--- src/rtl/alu_sys_pkg.sv ---
// Shared ALU-system definitions: widths, serializer
// state encoding and byte-select constants.
package alu_sys_pkg;

    localparam int DATA_WIDTH = 8;
    localparam int OUT_WIDTH  = 16;

    typedef enum logic [1:0] {
        IDLE    = 2'd0,
        SEND_LO = 2'd1,
        SEND_HI = 2'd2
    } tx_state_t;

    localparam logic BYTE_LO = 1'b0;
    localparam logic BYTE_HI = 1'b1;

    // Which half of the head word a given state presents
    function automatic logic byte_sel(input tx_state_t s);
        return (s == SEND_HI) ? BYTE_HI : BYTE_LO;
    endfunction

endpackage

--- src/rtl/sync_result_fifo.sv ---
// Small synchronous FIFO with a combinational head
// output; pointers and count reset synchronously.
module sync_result_fifo #(
    parameter int WIDTH = 16,
    parameter int DEPTH = 2,
    localparam int AW = $clog2(DEPTH),
    localparam int CW = $clog2(DEPTH + 1)
) (
    input  logic             CLK,
    input  logic             RST,
    input  logic             push,
    input  logic             pop,
    input  logic [WIDTH-1:0] din,
    output logic [WIDTH-1:0] head,
    output logic             full,
    output logic             empty,
    output logic [CW-1:0]    count
);

    logic [WIDTH-1:0] mem [DEPTH];
    logic [AW-1:0]    wr_ptr;
    logic [AW-1:0]    rd_ptr;

    assign head  = mem[rd_ptr];
    assign full  = (count == CW'(DEPTH));
    assign empty = (count == '0);

    // Storage write; contents are don't-care until pushed
    always_ff @(posedge CLK) begin
        if (push) begin
            mem[wr_ptr] <= din;
        end
    end

    // Pointer and occupancy bookkeeping; DEPTH is a power of two so pointers wrap
    always_ff @(posedge CLK) begin
        if (RST) begin
            wr_ptr <= '0;
            rd_ptr <= '0;
            count  <= '0;
        end else begin
            if (push) begin
                wr_ptr <= wr_ptr + AW'(1);
            end
            if (pop) begin
                rd_ptr <= rd_ptr + AW'(1);
            end
            unique case ({push, pop})
                2'b10:   count <= count + CW'(1);
                2'b01:   count <= count - CW'(1);
                default: count <= count;
            endcase
        end
    end

endmodule

--- src/rtl/alu_result_serializer.sv ---
// Buffers ALU results and streams each one as two
// bytes, LSB first, on a valid/ready byte interface.
module alu_result_serializer #(
    parameter int DATA_WIDTH = alu_sys_pkg::DATA_WIDTH,
    parameter int OUT_WIDTH  = 2 * DATA_WIDTH,
    parameter int DEPTH      = 2
) (
    input  logic                  CLK,
    input  logic                  RST,
    input  logic [OUT_WIDTH-1:0]  ALU_OUT,
    input  logic                  OUT_VALID,
    input  logic                  TX_READY,
    output logic [DATA_WIDTH-1:0] TX_DATA,
    output logic                  TX_VALID,
    output logic                  BUSY,
    output logic                  OVERFLOW
);

    import alu_sys_pkg::*;

    localparam int CW = $clog2(DEPTH + 1);

    tx_state_t            state;
    logic [OUT_WIDTH-1:0] head;
    logic [CW-1:0]        count;
    logic                 full;
    logic                 empty;
    logic                 push;
    logic                 pop;

    // A pop frees a slot in the same cycle, so a full FIFO can still accept
    assign pop  = (state == SEND_HI) && TX_READY;
    assign push = OUT_VALID && (!full || pop);

    sync_result_fifo #(
        .WIDTH(OUT_WIDTH),
        .DEPTH(DEPTH)
    ) u_fifo (
        .CLK  (CLK),
        .RST  (RST),
        .push (push),
        .pop  (pop),
        .din  (ALU_OUT),
        .head (head),
        .full (full),
        .empty(empty),
        .count(count)
    );

    // Byte sequencer and sticky overflow flag
    always_ff @(posedge CLK) begin
        if (RST) begin
            state    <= IDLE;
            OVERFLOW <= 1'b0;
        end else begin
            if (OUT_VALID && full && !pop) begin
                OVERFLOW <= 1'b1;
            end
            unique case (state)
                IDLE: begin
                    if (!empty) state <= SEND_LO;
                end
                SEND_LO: begin
                    if (TX_READY) state <= SEND_HI;
                end
                SEND_HI: begin
                    if (TX_READY) begin
                        state <= (count > CW'(1)) ? SEND_LO : IDLE;
                    end
                end
                default: state <= IDLE;
            endcase
        end
    end

    // Output byte mux driven only from registered state and FIFO head
    always_comb begin
        TX_DATA = '0;
        if (state != IDLE) begin
            if (byte_sel(state) == BYTE_HI) begin
                TX_DATA = head[OUT_WIDTH-1:DATA_WIDTH];
            end else begin
                TX_DATA = head[DATA_WIDTH-1:0];
            end
        end
    end

    assign TX_VALID = (state != IDLE);
    assign BUSY     = !empty || (state != IDLE);

endmodule
--- config.mk ---
export PLATFORM = sky130hd
export DESIGN_NAME = alu_result_serializer
export DESIGN_NICKNAME = d
export VERILOG_FILES = /design/src/rtl/alu_sys_pkg.sv /design/src/rtl/sync_result_fifo.sv /design/src/rtl/alu_result_serializer.sv
export SDC_FILE = /design/constraint.sdc
export NUM_CORES = 1
export LEC_CHECK = 0
export CORE_MARGIN = 5
export CORE_UTILIZATION = 24
export CTS_CLUSTER_SIZE = 24
export DETAILED_ROUTE_END_ITERATION = 16
export GPL_TIMING_DRIVEN = 0
export SYNTH_ARGS = -nofsm -noshare
export SYNTH_HDL_FRONTEND = slang
export SYNTH_SLANG_ARGS = --single-unit
--- constraint.sdc ---
create_clock -name CLK -period 1.9 [get_ports CLK]
set_input_delay 0.38 -clock CLK [delete_from_list [all_inputs] [get_ports CLK]]
set_output_delay 0.38 -clock CLK [all_outputs]
set_load 0.01 [all_outputs]
; Yosys cells after proc, flatten, opt, wreduce, memory -nomap -nowiden
; Memories as Yosys holds them, arrays and structs flattened. A register that Yosys moved wholly into a read port is not among the register bits.
; Cells that the tools add are included.
[word_totals]
reg_bits = 7
mem_bits_rw = 32
elab_cells = 46
n_memories = 1
[op_classes]
n_reduce_logical = 14
eq_ne = 8
muxes = 13
add_sub_neg = 4
magnitude_cmp = 1
[memory_table]
columns = memory, words, word_bits, rd, rd_ports_with_merged_regs, write_ports, line
row1 = u_fifo.mem, 2, 16, 1, 1, 1, sync_result_fifo.sv:20  ; logic [WIDTH-1:0] mem [DEPTH];
[ops]
columns = cell, n
row1 = 8-bit two-way mux, 2
row2 = 2-bit == test (second input constant), 3
row3 = 1-bit two-way mux, 6
row4 = 2-bit two-way mux, 3
row5 = 2-bit inequality test (second input constant), 3
row6 = 2-bit one-hot mux with 3 select lines, 1
row7 = 2-bit by 1-bit == test with 1-bit output (second input constant), 2
row8 = 1-bit logical AND, 4
row9 = 2-bit logical NOT, 2
row10 = 2-bit one-hot mux with 2 select lines, 1
row11 = 2-bit nonzero test, 2
row12 = 1-bit logical NOT, 3
row13 = 3-bit AND reduction, 1
row14 = 1-bit adder (second input constant), 2
row15 = 2-bit by 1-bit adder with 2-bit output (second input constant), 1
row16 = 2-bit by 1-bit greater-than comparator with 1-bit output (second input constant), 1
row17 = 1-bit logical OR, 2
row18 = 2-bit by 1-bit subtractor with 2-bit output (second input constant), 1

; Longest topological paths before layout
[depth]
ltp_word = 6
mapped_depth = 8
ltp_nobuf = 8

; By module
; Synthesis repeated with hierarchy kept, for this count alone.
[unflattened]
cells_unflattened = 102
area_unflattened_um2 = 1614.0
[modules_own_cells]
columns = module, instances, area_per_inst_um2, cells_each
row1 = sync_result_fifo, 1, 1356.3, 72
row2 = alu_result_serializer, 1, 257.7, 30

; Least setup slack after synthesis
; OpenSTA, ideal clock, no wires.
[synth_timing]
path_kind = register to register
start = register u_fifo.count[0]
end = memory u_fifo.mem[1][0], enable pin
t_required_ps = 1512
stages_incl_launch_ff = 6
setup_ps = 388
t_arrival_ps = 1474
slack_ps = 38
cell_sequence = dfxtp_1 -> inv_1 -> ha_1 -> inv_1 -> o21ai_4 -> nor2_1
[synth_between]
elab_chain_len = 6
[synth_lines]
columns = item, line
row1 = start: declaration, sync_result_fifo.sv:17  ; output logic [CW-1:0] count
row2 = start signal: assignment, sync_result_fifo.sv:49  ; 2'b10: count <= count + CW'(1);
row3 = start signal: assignment, sync_result_fifo.sv:50  ; 2'b01: count <= count - CW'(1);
row4 = start signal: assignment, sync_result_fifo.sv:51  ; default: count <= count;
row5 = 2-bit == test, sync_result_fifo.sv:25  ; assign full = (count == CW'(DEPTH));
row6 = 1-bit logical NOT, alu_result_serializer.sv:33  ; assign push = OUT_VALID && (!full || pop);
row7 = 1-bit logical OR, alu_result_serializer.sv:33
row8 = 1-bit logical AND, alu_result_serializer.sv:33
row9 = 1-bit two-way mux, sync_result_fifo.sv:30  ; if (push) begin
row10 = 1-bit two-way mux (not written as such), sync_result_fifo.sv:31  ; mem[wr_ptr] <= din;
row11 = end: declaration, sync_result_fifo.sv:20
; No other way between the ends.

==> flow_summary.yaml <==
pwr:
  netSwitchingFraction_pct: 27.0
  power.internal_mw: 1.58
  pwr-share-comb_pct: 24.3
  cellPowerDensity_nw_per_um2: 945
  switching_power_mw: 0.583
  power_leakage_nw: 0.804
  vdd_drop_max_v: 0.000351
  clock_power_share_pct: 24.9
  share_seq_of_total_power_pct: 50.8
worst_setup_path:
  worst_path_largest_cell_delay_ns: 0.33
  critical_path_required_ns: 1.52
  worstSetupEndpointType: "primary output"
  crit_chain: "buf_6 > clkbuf_16 > mux2i_1 > o22ai_1 > dlygate4sd2_1"
  r2r_slack_ns: 0.24
  worst_ep_arrival_time_ns: 1.45
  worstSetupPathType: "reg2out"
  cp_slowest_cell: "dfxtp_1"
  critPathMaxFanout: 7
  timing.critical_path.from_type: "flip-flop"
synthesis:
  synth.lib_cells_used.distinct: 27
  yosysWarnings: 0
  synth_area_per_cell_um2: 14.7
  synth_seq_cells: 40
  netlist_area_um2: 1630
  synth_top_area_share_pct: 58.9
  synthesis.instances: 111
  synth_fp_nets: 135
  synth_largest_area_cell: "edfxtp_1"
  synth_area_leaders: "edfxtp_1 (59%), dfxtp_1 (9.8%), mux2i_1 (9.2%)"
  synth_sequential_area_ratio_pct: 68.8
placed_design:
  placed_cells: 221
  dpl_worst_slack_ns: -0.950
  dp_hpwl_um: 2100
  placement.io_buffers: 29
  gp_congestion: 0.648
timing:
  max_freq_ghz: 0.546
  layout_setup_ws_ns: 0.0691
  final-max-slew-violation-count: 0
  transition_time_at_the_pin_with_the_least_slew_margin_ns: 0.387
  slew-limit-headroom_pct: 74.2
  hold_violation_total_from_the_final_report: 0
  final.hold.worst_slack_ns: 0.451
  timing.setup.tns_ns: 0
  post-route-period-util_pct: 96.4
  skew_ns: 0.00472
  finalWorstPathRequiredPeriod_ns: 1.83
  final-setup-viol-count: 0
clock_tree:
  clock_latency_ns: 0.28
  hold_buffers: 0
  cts_max_path_buffers: 2
  clock_tree_from_tritoncts: "yes"
  clock-root-buffer: "clkbuf_8"
  cts_inserted_buffers: 5
  htree_levels: 2
  path_clk_slew_ns: 0.08
  numClockSinks: 40
routing:
  average_wire_per_standard_cell_um: 13.5
  routed-via-count: 1005
  drt_wl_total_um: 3200
  drt_first_iter_violations: 108
  drt_first_pass_iters: 6
  drc_errors: 0
  routed_via_density: 4.22
  drtAntennaViolNets: 0
final_layout:
  seqCellArea_um2: 1130
  layout.cells.most_common: "edfxtp_1"
  area_growth_syn_to_layout_pct: 40.1
  multi_input_area_um2: 489
  final_layout_size_suffix_gt1_share_pct: 24.1
  most-common-layout-cells: "edfxtp_1 (32), clkdlybuf4s50_1 (19), mux2i_1 (14), nor2_1 (11), buf_4 (8)"
  diodes: 0
  final_net_count: 181
  fill_cells: 645
  post_layout_nonfiller_instances: 238
global_routing:
  grt_max_degree: 17
  number_of_antenna_violations_at_the_first_check_in_global_routing: 0
  grt_util_all_layers_pct: 7.76
  wire_length_of_the_first_global_routing_pass_um: 5050
  globalRoute.totalOverflow: 0
  vias_in_the_first_global_route: 1051
flow_run:
  cap_viol_max_count: 0
floorplan:
  rows: 30
  dieHeight_um: 92.4
  floorplan.core_area_um2: 6720
  initial_core_util_pct: 24.3
  ios: 31
  design.die.area_um2: 8540
  floorplan.die.width_um: 92.4
outcome:
  status: "complete, no violations"
min_path:
  timing.hold.worst.class: "in2reg"
-- worst max-delay path: cells and delay by family, from the launching register on --
family / cells / cell delay, ns
muxes: 1 / 0.17
buffers and inverters: 3 / 0.59
DFF: 1 / 0.33
AOI/OAI and AO/OA: 1 / 0.09
-- registers in the layout, indices dropped and copies added, names as in the netlist, named ones only --
register and cells:
u_fifo.rd_ptr 1, u_fifo.count 2, state 2, u_fifo.mem 32, u_fifo.wr_ptr 1, OVERFLOW 1
-- kinds of logic after synthesis --
logic type               synth area share (%)
AO/OA/AOI/OAI                            6.06
buffers and inverters                    3.76
XOR/XNOR                                 1.61
adder cells (fa/ha/maj)                  3.07
flip-flops                               68.8
multiplexers                             10.1
AND/OR/NAND/NOR                          6.60
-- synthesized netlist by cell type (all sizes together) --
cell	instances
o21ba	1
o21a	1
and4b	1
clkbuf	1
a211oi	1
clkinv	1
nand2b	1
buf	4
xnor2	1
xor2	2
mux2	1
mux2i	15
ha	4
a221oi	1
nor2	14
o22ai	7
dfxtp	8
nand3b	1
inv	6
nand2	2
edfxtp	32
o21ai	2
nor3	3
and3b	1
-- what timing repair did --
action	CTS	global route
hold endpoints to repair	0	0
pin swaps	1	2
gates resized for setup	35	6
setup buffers	3	6
cloned	0	1
setup endpoints to repair	41	27
-- per-stage QoR --
stage	total power, mW	util [%]	instance area [um2]
2_1_floorplan	1.36	-	1630
3_3_place_gp	1.58	30.1	2020
3_5_place_dp	1.59	30.2	2030
4_1_cts	2.15	32.6	2190
5_1_grt	2.29	34.0	2280
6_report	2.16	34.0	2280
-- metal layers --
| layer | global-route usage (%) | vias up | part of all wire (%) |
|---|---|---|---|
| met5 | 0 | - | 0 |
| li1 | - | 497 | - |
| met1 | 9.32 | 480 | 47 |
| met3 | 1.95 | 4 | 3.8 |
| met4 | 3.71 | 0 | 1.3 |
| met2 | 12.9 | 24 | 48 |
-- power by group through the flow --
stage                     clock network (mW)  registers [mW]  logic (mW)
after floorplan                            0            1.10       0.256
after global placement                     0            1.11       0.467
after detailed placement                   0            1.11       0.477
after CTS                              0.561            1.10       0.495
after global routing                   0.603            1.11       0.578
final                                  0.538            1.10       0.524
-- final timing paths --
kind / start / endpoint / cells after the start
worst min register to register: u_fifo.rd_ptr / flip-flop / 2
worst max-delay path: flip-flop / TX_DATA[6] / 5
worst min-delay path: RST / u_fifo.count[0] / 2
worst max register to register: state[0] / u_fifo.mem[1][10] / 6
-- layout make-up --
cell class / count / share of cell area, %
timing repair buffer: 40 / 17.6
inverter: 7 / 1.21
clock inverter: 3 / 0.822
multi-input combinational: 59 / 21.4
clock buffer: 5 / 3.01
buffer: 4 / 2.03
tap: 80 / 4.38
sequential: 40 / 49.5
No activity file was read; power rests on OpenSTA's default activity.
